==> config.mk <==
export PLATFORM = sky130hd
export DESIGN_NAME = sync_fifo_prog
export DESIGN_NICKNAME = d
export VERILOG_FILES = /design/src/rtl/sync_fifo_pkg.sv /design/src/rtl/sync_fifo_ram.sv /design/src/rtl/sync_fifo_prog.sv
export SDC_FILE = /design/constraint.sdc
export NUM_CORES = 1
export LEC_CHECK = 0
export BUFFER_PORTS_ARGS = -buffer_cell sky130_fd_sc_hd__buf_2
export CAP_MARGIN = 20
export CORE_MARGIN = 2
export CORE_UTILIZATION = 43
export CTS_BUF_LIST = sky130_fd_sc_hd__clkbuf_4 sky130_fd_sc_hd__clkbuf_8 sky130_fd_sc_hd__clkbuf_16
export DETAILED_ROUTE_END_ITERATION = 16
export PLACE_DENSITY = 0.65
export SYNTH_ARGS = -nofsm -noshare
export SYNTH_HDL_FRONTEND = slang
export SYNTH_SLANG_ARGS = --single-unit
==> constraint.sdc <==
create_clock -name clk -period 3.47 [get_ports clk]
set_input_delay 0.694 -clock clk [delete_from_list [all_inputs] [get_ports clk]]
set_output_delay 0.694 -clock clk [all_outputs]
set_load 0.02 [all_outputs]
==> src/rtl/sync_fifo_pkg.sv <==
// rtl/sync_fifo_pkg.sv - shared types and width helper for the programmable sync FIFO
package sync_fifo_pkg;

  typedef enum logic [1:0] {
    FIFO_IDLE_OP  = 2'b00,
    FIFO_WR_OP    = 2'b01,
    FIFO_RD_OP    = 2'b10,
    FIFO_WR_RD_OP = 2'b11
  } fifo_op_e;

  function automatic int fifo_cnt_w(input int depth);
    return $clog2(depth + 1);
  endfunction

endpackage

==> src/rtl/sync_fifo_ram.sv <==
// rtl/sync_fifo_ram.sv - FIFO storage, one sync write port and one sync read port, no reset
module sync_fifo_ram #(
  parameter int WIDTH = 16,
  parameter int DEPTH = 8,
  parameter int AW    = $clog2(DEPTH)
) (
  input  logic             clk,
  input  logic             wr_en,
  input  logic [AW-1:0]    wr_addr,
  input  logic [WIDTH-1:0] wr_data,
  input  logic             rd_en,
  input  logic [AW-1:0]    rd_addr,
  output logic [WIDTH-1:0] rd_data
);

  logic [WIDTH-1:0] mem_q [DEPTH];

  always_ff @(posedge clk) begin
    if (wr_en) mem_q[wr_addr] <= wr_data;
    if (rd_en) rd_data <= mem_q[rd_addr];
  end

endmodule

==> src/rtl/sync_fifo_prog.sv <==
// rtl/sync_fifo_prog.sv - single-clock FIFO with programmable thresholds and flush
// Optional SYNC_FIFO_WATERMARK_EN adds the peak_count occupancy watermark output.
module sync_fifo_prog
  import sync_fifo_pkg::*;
#(
  parameter int FIFO_WIDTH = 16,
  parameter int FIFO_DEPTH = 8,
  parameter int AF_THRESH  = FIFO_DEPTH - 1,
  parameter int AE_THRESH  = 1,
  localparam int PTR_W     = $clog2(FIFO_DEPTH),
  localparam int CNT_W     = fifo_cnt_w(FIFO_DEPTH)
) (
  input  logic                  clk,
  input  logic                  rst_n,
  input  logic [FIFO_WIDTH-1:0] data_in,
  input  logic                  wr_en,
  input  logic                  rd_en,
  input  logic                  flush,
  output logic [FIFO_WIDTH-1:0] data_out,
  output logic                  wr_ack,
  output logic                  overflow,
  output logic                  underflow,
  output logic                  full,
  output logic                  almostfull,
  output logic                  empty,
  output logic                  almostempty,
  output logic [CNT_W-1:0]      count
`ifdef SYNC_FIFO_WATERMARK_EN
  ,
  output logic [CNT_W-1:0]      peak_count
`endif
);

  if (FIFO_DEPTH < 2 || AF_THRESH < 1 || AF_THRESH > FIFO_DEPTH - 1 ||
      AE_THRESH < 1 || AE_THRESH > FIFO_DEPTH - 1) begin : g_param_err
    $error("sync_fifo_prog: illegal FIFO_DEPTH or threshold parameter");
  end

  logic [PTR_W-1:0] wr_ptr_q, wr_ptr_d, rd_ptr_q, rd_ptr_d;
  logic [CNT_W-1:0] count_q, count_d;
  logic             wr_ack_q, wr_ack_d, overflow_q, overflow_d, underflow_q, underflow_d;
  logic             loaded_q, loaded_d;
  logic             wr_acc, rd_acc, ram_wr, ram_rd;
  logic [FIFO_WIDTH-1:0] ram_rdata;
  fifo_op_e         op;

  function automatic logic [PTR_W-1:0] ptr_inc(input logic [PTR_W-1:0] p);
    return (p == PTR_W'(FIFO_DEPTH - 1)) ? '0 : p + PTR_W'(1);
  endfunction

  assign full        = (count_q == CNT_W'(FIFO_DEPTH));
  assign empty       = (count_q == '0);
  assign almostfull  = (count_q >= CNT_W'(AF_THRESH)) & ~full;
  assign almostempty = (count_q <= CNT_W'(AE_THRESH)) & ~empty;

  assign wr_acc = wr_en & ~full;
  assign rd_acc = rd_en & ~empty;
  assign op     = fifo_op_e'({rd_acc, wr_acc});
  assign ram_wr = wr_acc & ~flush;
  assign ram_rd = rd_acc & ~flush;

  always_comb begin
    wr_ptr_d    = wr_ptr_q;
    rd_ptr_d    = rd_ptr_q;
    count_d     = count_q;
    loaded_d    = loaded_q;
    wr_ack_d    = 1'b0;
    overflow_d  = 1'b0;
    underflow_d = 1'b0;
    if (flush) begin
      wr_ptr_d = '0;
      rd_ptr_d = '0;
      count_d  = '0;
    end else begin
      wr_ack_d    = wr_acc;
      overflow_d  = wr_en & full;
      underflow_d = rd_en & empty;
      unique case (op)
        FIFO_WR_OP: begin
          wr_ptr_d = ptr_inc(wr_ptr_q);
          count_d  = count_q + CNT_W'(1);
        end
        FIFO_RD_OP: begin
          rd_ptr_d = ptr_inc(rd_ptr_q);
          count_d  = count_q - CNT_W'(1);
          loaded_d = 1'b1;
        end
        FIFO_WR_RD_OP: begin
          wr_ptr_d = ptr_inc(wr_ptr_q);
          rd_ptr_d = ptr_inc(rd_ptr_q);
          loaded_d = 1'b1;
        end
        default: ;
      endcase
    end
  end

  always_ff @(posedge clk or negedge rst_n) begin
    if (!rst_n) begin
      wr_ptr_q    <= '0;
      rd_ptr_q    <= '0;
      count_q     <= '0;
      loaded_q    <= 1'b0;
      wr_ack_q    <= 1'b0;
      overflow_q  <= 1'b0;
      underflow_q <= 1'b0;
    end else begin
      wr_ptr_q    <= wr_ptr_d;
      rd_ptr_q    <= rd_ptr_d;
      count_q     <= count_d;
      loaded_q    <= loaded_d;
      wr_ack_q    <= wr_ack_d;
      overflow_q  <= overflow_d;
      underflow_q <= underflow_d;
    end
  end

  sync_fifo_ram #(
    .WIDTH (FIFO_WIDTH),
    .DEPTH (FIFO_DEPTH),
    .AW    (PTR_W)
  ) u_ram (
    .clk     (clk),
    .wr_en   (ram_wr),
    .wr_addr (wr_ptr_q),
    .wr_data (data_in),
    .rd_en   (ram_rd),
    .rd_addr (rd_ptr_q),
    .rd_data (ram_rdata)
  );

  // The RAM has no reset, so data_out reads as 0 until the first accepted read.
  assign data_out  = loaded_q ? ram_rdata : '0;
  assign wr_ack    = wr_ack_q;
  assign overflow  = overflow_q;
  assign underflow = underflow_q;
  assign count     = count_q;

`ifdef SYNC_FIFO_WATERMARK_EN
  logic [CNT_W-1:0] peak_q, peak_d;

  always_comb begin
    peak_d = peak_q;
    if (flush)                peak_d = '0;
    else if (count_q > peak_q) peak_d = count_q;
  end

  always_ff @(posedge clk or negedge rst_n) begin
    if (!rst_n) peak_q <= '0;
    else        peak_q <= peak_d;
  end

  assign peak_count = peak_q;
`endif

endmodule

==> results of run 1 <==
## layout by cell type, fill, tap and decap left out, types with 4 or more instances in the layout
cell,n
edfxtp_1,144
mux4_2,30
and2_1,17
o21ai_0,4
inv_1,6
buf_2,47
mux2_2,17
clkbuf_16,17
nor2_1,14
nand2_1,13
nand2b_1,4
ha_1,7
dfrtp_1,12
buf_4,14
a21oi_1,9
## how the worst min path moves through the flow
stage	start	to	slack, ns
finish	rst_n	count[3]	0.17
global route	rst_n	count[3]	0.19
CTS	rst_n	count[2]	0.17
detailed placement	wr_ptr_q[0]	wr_ptr_q[0]	0.60
global placement	wr_ptr_q[0]	wr_ptr_q[0]	0.58
floorplan	rst_n	count[0]	0.40
## worst reg2reg max path, cell delays in order (launching register included)
cell	delay, ns
dfrtp_1	0.46
inv_1	0.08
ha_1	0.29
nand3b_1	0.22
inv_1	0.09
nor2_1	0.14
nand2_1	0.13
nor2_1	0.43
buf_4	0.31
## flip-flops by register name, indices dropped and copies added, names as in the netlist, 3 cells and up
name           count
u_ram.mem_q      128
wr_ptr_q           3
count              4
rd_ptr_q           3
u_ram.rd_data     16
## per-stage QoR
step	worst slack, ns	total power [W]
after global routing	0.715	0.00475
after global placement	1.03	0.00282
after CTS	0.808	0.00461
after detailed placement	1.00	0.00283
final	0.825	0.00456
after floorplan	0.306	0.00269
## report_power, final
group	internal [W]	leakage (nW)	switching, W	total, W
clock network	0.00106	0.275	0.000708	0.00177
logic	0.000282	0.782	0.000294	0.000576
registers	0.00215	1.48	0.0000596	0.00221
## cell type report
| type | count | area [µm²] | area share |
|---|---|---|---|
| Clock buffer | 18 | 433 | 0.0584 |
| Multi-Input combinational cell | 145 | 1550 | 0.209 |
| Inverter | 6 | 22.5 | 0.00304 |
| Tap cell | 184 | 230 | 0.0310 |
| Sequential cell | 158 | 4680 | 0.631 |
| Timing Repair Buffer | 62 | 360 | 0.0486 |
| Clock inverter | 14 | 144 | 0.0194 |
## per-layer routing
layer  GRT usage  vias up
met5           0        -
met4      0.0601        2
met3      0.0454       19
met2       0.248       83
met1       0.201     1632
li1            -     1420
## kinds of logic after synthesis
family / share of synthesized area
flops: 0.738
simple gates: 0.0590
mux: 0.147
buf+inv: 0.0197
compound gates: 0.0223
fa+ha+maj: 0.0138
==> results.md, run 1 <==
- Vias in the first global route: 3237
- First-pass DRT Iterations: 4
- Initial DRC count: 263
- Dpl cell area: 0.00682 mm²
- Startpoint Class: register
- Post-DR wirelength/cell: 19.2 µm
- Final Hold Slack: 0.170 ns
- Die width: 125 µm
- CP cell instances: inv_1 > ha_1 > or3b_4 > inv_1 > buf_2
- Crit path kind: register to output pin
- Fraction of registers with async set/reset: 0.0886
- Largest net degree at the start of global routing: 35
- Fin nets: 418
- CTS Hold Bufs: 0
- Lkg Pwr: 2.54 nW
- TritonCTS clock tree: done
- Final Core Density: 0.512
- Worst path bufs/invs: 3
- Placed Cells: 554
- Worst-Skew Late Latency: 0.42 ns
- Commonest cells post-synth: edfxtp_1, mux4_2, and2_1, mux2_2
- Reg2Reg Launch Point: count[0]
- Met2 Wirelength: 5690 µm
- Top cells by area, synth: edfxtp_1, mux4_2, dfrtp_1
- Initial antenna violation count: 1
- Max-cap violation count: 0
- Layout area overhead: 17.0%
- Critical path's largest stage delay: 0.48 ns
- Resized Gates After CTS: 0
- Main synth FF type: edfxtp_1
- Clock transition at path regs: 0.06 ns
- Cell repeated most along the worst path: inv_1
- Worst setup EP type: output pin
- N_diodes: 0
- Post-synth top area cell: edfxtp_1
- Port Buffers: 47
- Cells after Synth: 325
- Max Fanout on Critical Path: 8
- Synth Cell Area: 0.00634 mm²
- Hold Path Class: input port to asynchronous set/reset pin
- Crit path launch: count[0]
- Finished Cell Area: 0.00741 mm²
- # clock sinks: 158
- Share of cells above drive strength 1: 0.375
- Worst path required time: 2.78 ns
- Avg Inst Size Synth: 19.5 µm²
- Reg2Reg Depth: 8
- Number of synthesized flops with an enable pin: 144
- Top layer reached by signal wires: met5
- Slew headroom: 0.357
- Met1 wire length: 4810 µm
- Critical path's slowest cell: or3b_4
- Hpwl dp: 6980 µm
- Status: completed
- Grt ovf: 0
- Row count: 44
- CP Capture Point: empty
- Vias: 3156
- Crit share post-route: 0.762
- Max-slew violations: 0
- Power per cell area: 615 mW/mm²
- Die Span Y: 125 µm
- CTS Buffer Depth: 2
- Final setup violation count: 0
- CTS H-tree lvls: 4
- Placer Congestion: 0.831
- CP top delay family: simple AND/OR/NAND/NOR gates
- Slew @ Worst Pin: 0.964 ns
- Die Area: 0.0157 mm²
- Netlist cell types: 36
- Critical Path Stages: 5
- FF-to-FF setup slack: 0.99 ns
- Seq/Total Area, Yosys: 0.738
- DRC viols: 0
- Total track usage: 0.155
- # IOs: 48
- Drt via density: 5.38
- VDD IR max: 0.431 mV
- Minimum clock period: 2.64 ns
- Syn nets: 353
- Share of the synthesized area in the top cell type: 0.682
- Count leader, synth: edfxtp_1
- RSZ-0062 raised after global routing: no
- Clk_skew: 0.0125 ns
- Hold Fails Final Rpt: 0
- Max Fclk: 378 MHz
- Crit path DAT: 1.95 ns
- Post-CTS setup buffer count: 0
- Core Box Area: 0.0145 mm²
- R2r endpoint: u_ram.mem_q[3][5]
- Syn. warnings: 0
- Post-route ant nets: 0
- Initial Utilization: 0.438
- Root Driver: clkbuf_16
- #FFs+latches synth: 158
- Clock buffer count from CTS: 17
- First-pass GRT wire length: 17900 µm
- Post-Route WL: 11300 µm
- Fillers: 1173
- Met3 WL: 576 µm
- Setup TNS: 0 ns
- Non-filler cells, final: 587
Power figures use the tool's default switching activity.
==> run 2: changes to the inputs <==
--- a/config.mk
+++ b/config.mk
@@ -5,6 +5,7 @@
 export SDC_FILE = /design/constraint.sdc
 export NUM_CORES = 1
 export LEC_CHECK = 0
+export ABC_AREA = 1
 export BUFFER_PORTS_ARGS = -buffer_cell sky130_fd_sc_hd__buf_2
 export CAP_MARGIN = 20
 export CORE_MARGIN = 2
==> constraint.sdc (replaced) <==
create_clock -name clk -period 2.8 [get_ports clk]
set_input_delay 0.56 -clock clk [delete_from_list [all_inputs] [get_ports clk]]
set_output_delay 0.56 -clock clk [all_outputs]
set_load 0.02 [all_outputs]
==> results.md, run 2 <==
- Max-slew violations: 0 (unchanged)
- Initial Utilization: 0.443 (was 0.438)
- CTS Buffer Depth: 2 (unchanged)
- Minimum clock period: 2.44 ns
- Post-Synth XOR/XNOR Area: 0.00135 (was 0)
- Final setup violation count: 0 (unchanged)
- Fraction of registers with async set/reset: 0.0886 (unchanged)
- Post-DR wirelength/cell: 16.9 µm (was 19.2 µm)
- Syn nets: 522 (was 353)
- Simple-gate share of the synthesized area: 0.108 (was 0.0590)
- Commonest cells post-synth: edfxtp_1, nand2_1, nor2_1 (was edfxtp_1, mux4_2, and2_1, mux2_2)
- Crit path DAT: 1.88 ns (was 1.95 ns)
- Core Box Area: 0.0146 mm² (was 0.0145 mm²)
- Initial DRC count: 330 (was 263)
- Hold Path Class: input port to asynchronous set/reset pin (unchanged)
- Hpwl dp: 8220 µm (was 6980 µm)
- Clock transition at path regs: 0.06 ns (about the same)
- Total track usage: 0.164 (was 0.155)
- Die width: 127 µm (was 125 µm)
- #FFs+latches synth: 158 (unchanged)
- Status: completed (unchanged)
- Fin nets: 578 (was 418)
- FF-to-FF setup slack: 0.69 ns (was 0.99 ns)
- Startpoint Class: register (unchanged)
- Worst setup EP type: output pin (unchanged)
- Post-CTS setup buffer count: 0 (unchanged)
- Logic pwr share: 0.222 (was 0.126)
- Main synth FF type: edfxtp_1 (unchanged)
- Critical path's slowest cell: dfrtp_1 (was or3b_4)
- Slew @ Worst Pin: 0.673 ns (was 0.964 ns)
- Most flop-heavy register: u_ram.mem_q (unchanged)
- Grt ovf: 0 (unchanged)
- CTS H-tree lvls: 4 (unchanged)
- Cells after Synth: 494 (was 325)
- Netlist cell types: 30 (was 36)
- Clk_skew: 0.0105 ns (was 0.0125 ns)
- Avg Inst Size Synth: 13.1 µm² (was 19.5 µm²)
- Crit share post-route: 0.870
- Max-cap violation count: 0 (unchanged)
- Placer Congestion: 0.802 (was 0.831)
- First-pass DRT Iterations: 5 (was 4)
- R2r endpoint: u_ram.mem_q[3][11] (was u_ram.mem_q[3][5])
- # IOs: 48 (unchanged)
- DRC viols: 0 (unchanged)
- Seq pwr share: 0.437 (was 0.485)
- Number of synthesized flops with an enable pin: 144 (unchanged)
- Layout area overhead: 16.1% (was 17.0%)
- CTS Hold Bufs: 0 (unchanged)
- Commonest non-fill, non-tap cell in the layout: edfxtp_1 (unchanged)
- First-pass GRT wire length: 19700 µm (was 17900 µm)
- Clock buffer count from CTS: 17 (unchanged)
- Top cells by area, synth: edfxtp_1, nand2_1, dfrtp_1 (was edfxtp_1, mux4_2, dfrtp_1)
- Initial antenna violation count: 0 (was 1)
- Lkg Pwr: 2.87 nW (was 2.54 nW)
- Synth Cell Area: 0.00647 mm² (was 0.00634 mm²)
- CP Capture Point: almostfull (was empty)
- Port Buffers: 47 (unchanged)
- Post-synth top area cell: edfxtp_1 (unchanged)
- Setup TNS: 0 ns (unchanged)
- N_diodes: 0 (unchanged)
- Seq/Total Area, Yosys: 0.723 (was 0.738)
- Synth Area in Adders: 0.0135 (was 0.0138)
- Die Area: 0.0160 mm² (was 0.0157 mm²)
- Max Fanout on Critical Path: 6 (was 8)
- Resized Gates After CTS: 0 (unchanged)
- Root Driver: clkbuf_16 (unchanged)
- Drt via density: 5.14 (was 5.38)
- Row count: 44 (unchanged)
- Reg2Reg Depth: 8 (unchanged)
- Max FFs per register: 128 (unchanged)
- Critical path's largest stage delay: 0.44 ns (was 0.48 ns)
- Vias: 3839 (was 3156)
- Largest net degree at the start of global routing: 67 (was 35)
- Hold Fails Final Rpt: 0 (unchanged)
- Power Internal: 0.00471 W (was 0.00350 W)
- VDD IR max: 0.519 mV (was 0.431 mV)
- Compound-cell area share of the yosys netlist: 0.0648 (was 0.0223)
- Multiplexer area fraction after synthesis: 0.0495 (was 0.147)
- Reg2Reg Launch Point: count[0] (unchanged)
- Clock power frac: 0.341 (was 0.389)
- Crit path kind: register to output pin (unchanged)
- TritonCTS clock tree: done (unchanged)
- Count leader, synth: edfxtp_1 (unchanged)
- Largest family of logic cells by synthesized area: simple AND/OR/NAND/NOR gates (was multiplexers)
- Worst-Skew Late Latency: 0.41 ns (was 0.42 ns)
- Share of the synthesized area in the top cell type: 0.669 (was 0.682)
- Worst path required time: 2.24 ns (was 2.78 ns)
- RSZ-0062 raised after global routing: no (unchanged)
- # clock sinks: 158 (unchanged)
- Most frequent cells in the layout: edfxtp_1, nand2_1, nor2_1, buf_2, o21ai_0 (was edfxtp_1, buf_2, mux4_2)
- CP cell instances: inv_1 > ha_1 > nand2_1 > nor2_1 > o21ai_0 > buf_2 (was inv_1 > ha_1 > or3b_4 > inv_1 > buf_2)
- Slew headroom: 0.551 (was 0.357)
- Pwr Total: 0.00664 W (was 0.00456 W)
- Syn. warnings: 0 (unchanged)
- Share of cells above drive strength 1: 0.194 (was 0.375)
- Switch Pwr: 0.00193 W (was 0.00106 W)
- Power per cell area: 885 mW/mm² (was 615 mW/mm²)
- Switching Share: 0.291 (was 0.233)
- Vias in the first global route: 3738 (was 3237)
- Post-route ant nets: 0 (unchanged)
- Max Fclk: 411 MHz
- Crit path launch: count[0] (unchanged)
- Die Span Y: 127 µm (was 125 µm)
- Post-Route WL: 12700 µm (was 11300 µm)
run 2: power by group through the flow:
stage	Clock, W	Sequential [W]	Combinational (W)
after CTS	0.00230	0.00290	0.00148
after global routing	0.00240	0.00292	0.00165
after floorplan	0	0.00292	0.00114
final	0.00227	0.00290	0.00147
after detailed placement	0	0.00295	0.00148
after global placement	0	0.00294	0.00145
run 2: how the worst min path moves through the flow:
stage | startpoint | endpoint | slack, ns | depth (start not counted)
after floorplan | rst_n | count[0] | 0.26 | 0
after global placement | rst_n | count[0] | 0.48 | 1
after detailed placement | rst_n | overflow | 0.49 | 1
after CTS | rst_n | overflow | 0.04 | 1
after global routing | rst_n | overflow | 0.06 | 1
final | rst_n | underflow | 0.05 | 1
run 2: final cells by class:
class | count | area [µm²]
inverters | 34 | 130
clock buffers | 27 | 549
well taps | 184 | 230
clock inverters | 5 | 53.8
multi-input cells | 279 | 1530
flip-flops and latches | 158 | 4680
fillers | 1230 | 7080
repair buffers | 60 | 333
run 2: worst max-delay path: cells and delay by family, from the launching register on:
kind | cells | cell delay, ns
flops | 1 | 0.44
buf+inv | 2 | 0.31
fa+ha+maj | 1 | 0.32
compound gates | 1 | 0.10
simple gates | 2 | 0.30
run 2: cells by family (layout without fill, tap and decap cells):
| family | after synthesis | in the layout |
|---|---|---|
| AO/OA/AOI/OAI | 74 | 74 |
| XOR/XNOR | 1 | 1 |
| adder cells (fa/ha/maj) | 7 | 7 |
| buffers and inverters | 57 | 126 |
| flip-flops | 158 | 158 |
| multiplexers | 32 | 32 |
| AND/OR/NAND/NOR | 165 | 165 |
run 2: metal layers:
layer | GRT usage | wire length (µm) | vias to the layer above
met4 | 0.0621 | 148 | 0
met3 | 0.0434 | 628 | 11
li1 | - | - | 1868
met1 | 0.222 | 5870 | 1860
met2 | 0.255 | 6010 | 100
met5 | 0 | 0 | -
run 2: stage by stage:
stage               area [µm²]  worst slack [ns]  hold slack, ns   util  instances
floorplan                 6470             0.331           0.264      -        494
global placement          6900             0.813           0.483  0.473        715
detailed placement        6900             0.679           0.493  0.473        715
CTS                       7500             0.366          0.0439  0.514        747
global route              7500             0.240          0.0609  0.514        747
finish                    7500             0.364          0.0451  0.514        747
==> run 3: changes to the inputs <==
--- a/config.mk
+++ b/config.mk
@@ -12,6 +12,7 @@
 export CORE_UTILIZATION = 43
 export CTS_BUF_LIST = sky130_fd_sc_hd__clkbuf_4 sky130_fd_sc_hd__clkbuf_8 sky130_fd_sc_hd__clkbuf_16
 export DETAILED_ROUTE_END_ITERATION = 16
+export MAX_ROUTING_LAYER = met4
 export PLACE_DENSITY = 0.65
 export SYNTH_ARGS = -nofsm -noshare
 export SYNTH_HDL_FRONTEND = slang
==> results.md, run 3 (synthesis results as in run 2) <==
- Status: completed (unchanged)
- Worst setup EP type: output pin (unchanged)
- N_diodes: 0 (unchanged)
- Clk_skew: 0.0105 ns (about the same)
- Max FFs per register: 128 (unchanged)
- CTS H-tree lvls: 4 (unchanged)
- Resized Gates After CTS: 0 (unchanged)
- CTS Hold Bufs: 0 (unchanged)
- Max-cap violation count: 0 (unchanged)
- Root Driver: clkbuf_16 (unchanged)
- First-pass GRT wire length: 19600 µm (was 19700 µm)
- Placer Congestion: 0.813 (was 0.802)
- Crit path DAT: 1.87 ns (was 1.88 ns)
- Post-DR wirelength/cell: 17.0 µm (was 16.9 µm)
- Row count: 44 (unchanged)
- Worst setup margin: 0.365 ns (was 0.364 ns)
- Clock power frac: 0.341 (about the same)
- Logic pwr share: 0.222 (about the same)
- Crit share post-route: 0.870 (about the same)
- Reg2Reg Depth: 8 (unchanged)
- Die Span Y: 127 µm (unchanged)
- Post-Route WL: 12700 µm (about the same)
- Commonest non-fill, non-tap cell in the layout: edfxtp_1 (unchanged)
- Final setup violation count: 0 (unchanged)
- Vias in the first global route: 3739 (was 3738)
- Die Area: 0.0160 mm² (unchanged)
- Grt ovf: 0 (unchanged)
- Clock buffer count from CTS: 17 (unchanged)
- Lkg Pwr: 2.87 nW (unchanged)
- Port Buffers: 47 (unchanged)
- Minimum clock period: 2.43 ns (was 2.44 ns)
- RSZ-0062 raised after global routing: no (unchanged)
- Most frequent cells in the layout: edfxtp_1, nand2_1, nor2_1, buf_2, o21ai_0 (unchanged)
- Drt via density: 5.16 (was 5.14)
- Core Box Area: 0.0146 mm² (unchanged)
- Die width: 127 µm (unchanged)
- Total track usage: 0.169 (was 0.164)
- Vias: 3856 (was 3839)
- Pre-CTS WS: 0.679 ns (unchanged)
- Largest net degree at the start of global routing: 67 (unchanged)
- Max-slew violations: 0 (unchanged)
- TritonCTS clock tree: done (unchanged)
- # clock sinks: 158 (unchanged)
- Fillers: 1230 (unchanged)
- Seq pwr share: 0.437 (about the same)
- Post-route ant nets: 0 (unchanged)
- Clock transition at path regs: 0.06 ns (about the same)
- Hold Path Class: input port to asynchronous set/reset pin (unchanged)
- Startpoint Class: register (unchanged)
- Power per cell area: 885 mW/mm² (about the same)
- Initial antenna violation count: 0 (unchanged)
- Hold Fails Final Rpt: 0 (unchanged)
- Post-CTS setup buffer count: 0 (unchanged)
- CTS Buffer Depth: 2 (unchanged)
- Switch Pwr: 0.00193 W (about the same)
- Initial DRC count: 379 (was 330)
- Layout area overhead: 16.1% (unchanged)
- Max Fanout on Critical Path: 6 (unchanged)
- VDD IR max: 0.519 mV (about the same)
- Worst path required time: 2.24 ns (about the same)
- DRC viols: 0 (unchanged)
- First-pass DRT Iterations: 6 (was 5)
- Max Fclk: 411 MHz (about the same)
- # IOs: 48 (unchanged)
- Slew headroom: 0.550 (was 0.551)
- Hpwl dp: 8220 µm (unchanged)
- Multi-input logic area: 0.00153 mm² (unchanged)
- Share of cells above drive strength 1: 0.194 (unchanged)
- Worst-Skew Late Latency: 0.41 ns (about the same)
- Slew @ Worst Pin: 0.675 ns (was 0.673 ns)
- Power Internal: 0.00471 W (about the same)
- Register area: 0.00468 mm² (unchanged)
- Crit path kind: register to output pin (unchanged)
- Switching Share: 0.291 (about the same)
- Fin nets: 578 (unchanged)
- Initial Utilization: 0.443 (unchanged)
- Most flop-heavy register: u_ram.mem_q (unchanged)
- Setup TNS: 0 ns (unchanged)
run 3: cell counts in the layout (fill, tap and decap cells not counted):
Identical to the previous run, type by type.
run 3: power by group through the flow:
stage | clock, W | sequential, W | combinational [W]
4_1_cts | 0.00230 | 0.00290 | 0.00148
3_5_place_dp | 0 | 0.00295 | 0.00148
2_1_floorplan | 0 | 0.00292 | 0.00114
5_1_grt | 0.00239 | 0.00292 | 0.00165
3_3_place_gp | 0 | 0.00294 | 0.00145
6_report | 0.00227 | 0.00290 | 0.00147
run 3: area by class of cell:
cell class | instances | area share
clock buffer | 27 | 0.0732
multi-input combinational | 279 | 0.204
clock inverter | 5 | 0.00717
sequential | 158 | 0.623
tap | 184 | 0.0307
timing repair buffer | 60 | 0.0443
inverter | 34 | 0.0173
run 3: final timing paths:
path	startpoint	endpoint	slack (ns)
worst max-delay path	count[0]	almostfull	0.37
max in group asynchronous	rst_n	rd_ptr_q[0]	2.47
min in group clk	flush	overflow	0.40
worst max register to register	count[0]	u_ram.mem_q[0][10]	0.70
worst min register to register	wr_ptr_q[0]	wr_ptr_q[0]	0.62
worst min-delay path	rst_n	underflow	0.05
run 3: stage by stage:
stage	utilization	hold WS [ns]	cells	cell area, µm²	power, W
2_1_floorplan	-	0.264	494	6470	0.00406
3_3_place_gp	0.473	0.483	715	6900	0.00439
3_5_place_dp	0.473	0.493	715	6900	0.00443
4_1_cts	0.514	0.0439	747	7500	0.00669
5_1_grt	0.514	0.0627	747	7500	0.00696
6_report	0.514	0.0453	747	7500	0.00664
run 3: metal layers:
| layer | vias up | global-route usage | routed length (µm) |
|---|---|---|---|
| met1 | 1860 | 0.222 | 5780 |
| met4 | 0 | 0.0698 | 182 |
| li1 | 1869 | - | - |
| met5 | - | - | 0 |
| met3 | 14 | 0.0380 | 689 |
| met2 | 113 | 0.255 | 6020 |
run 3: worst max-delay path, cell delays in order, from the launching register on:
cell     delay, ns
dfrtp_1       0.44
inv_1         0.15
ha_1          0.32
nand2_1       0.10
nor2_1        0.20
o21ai_0       0.10
buf_2         0.16
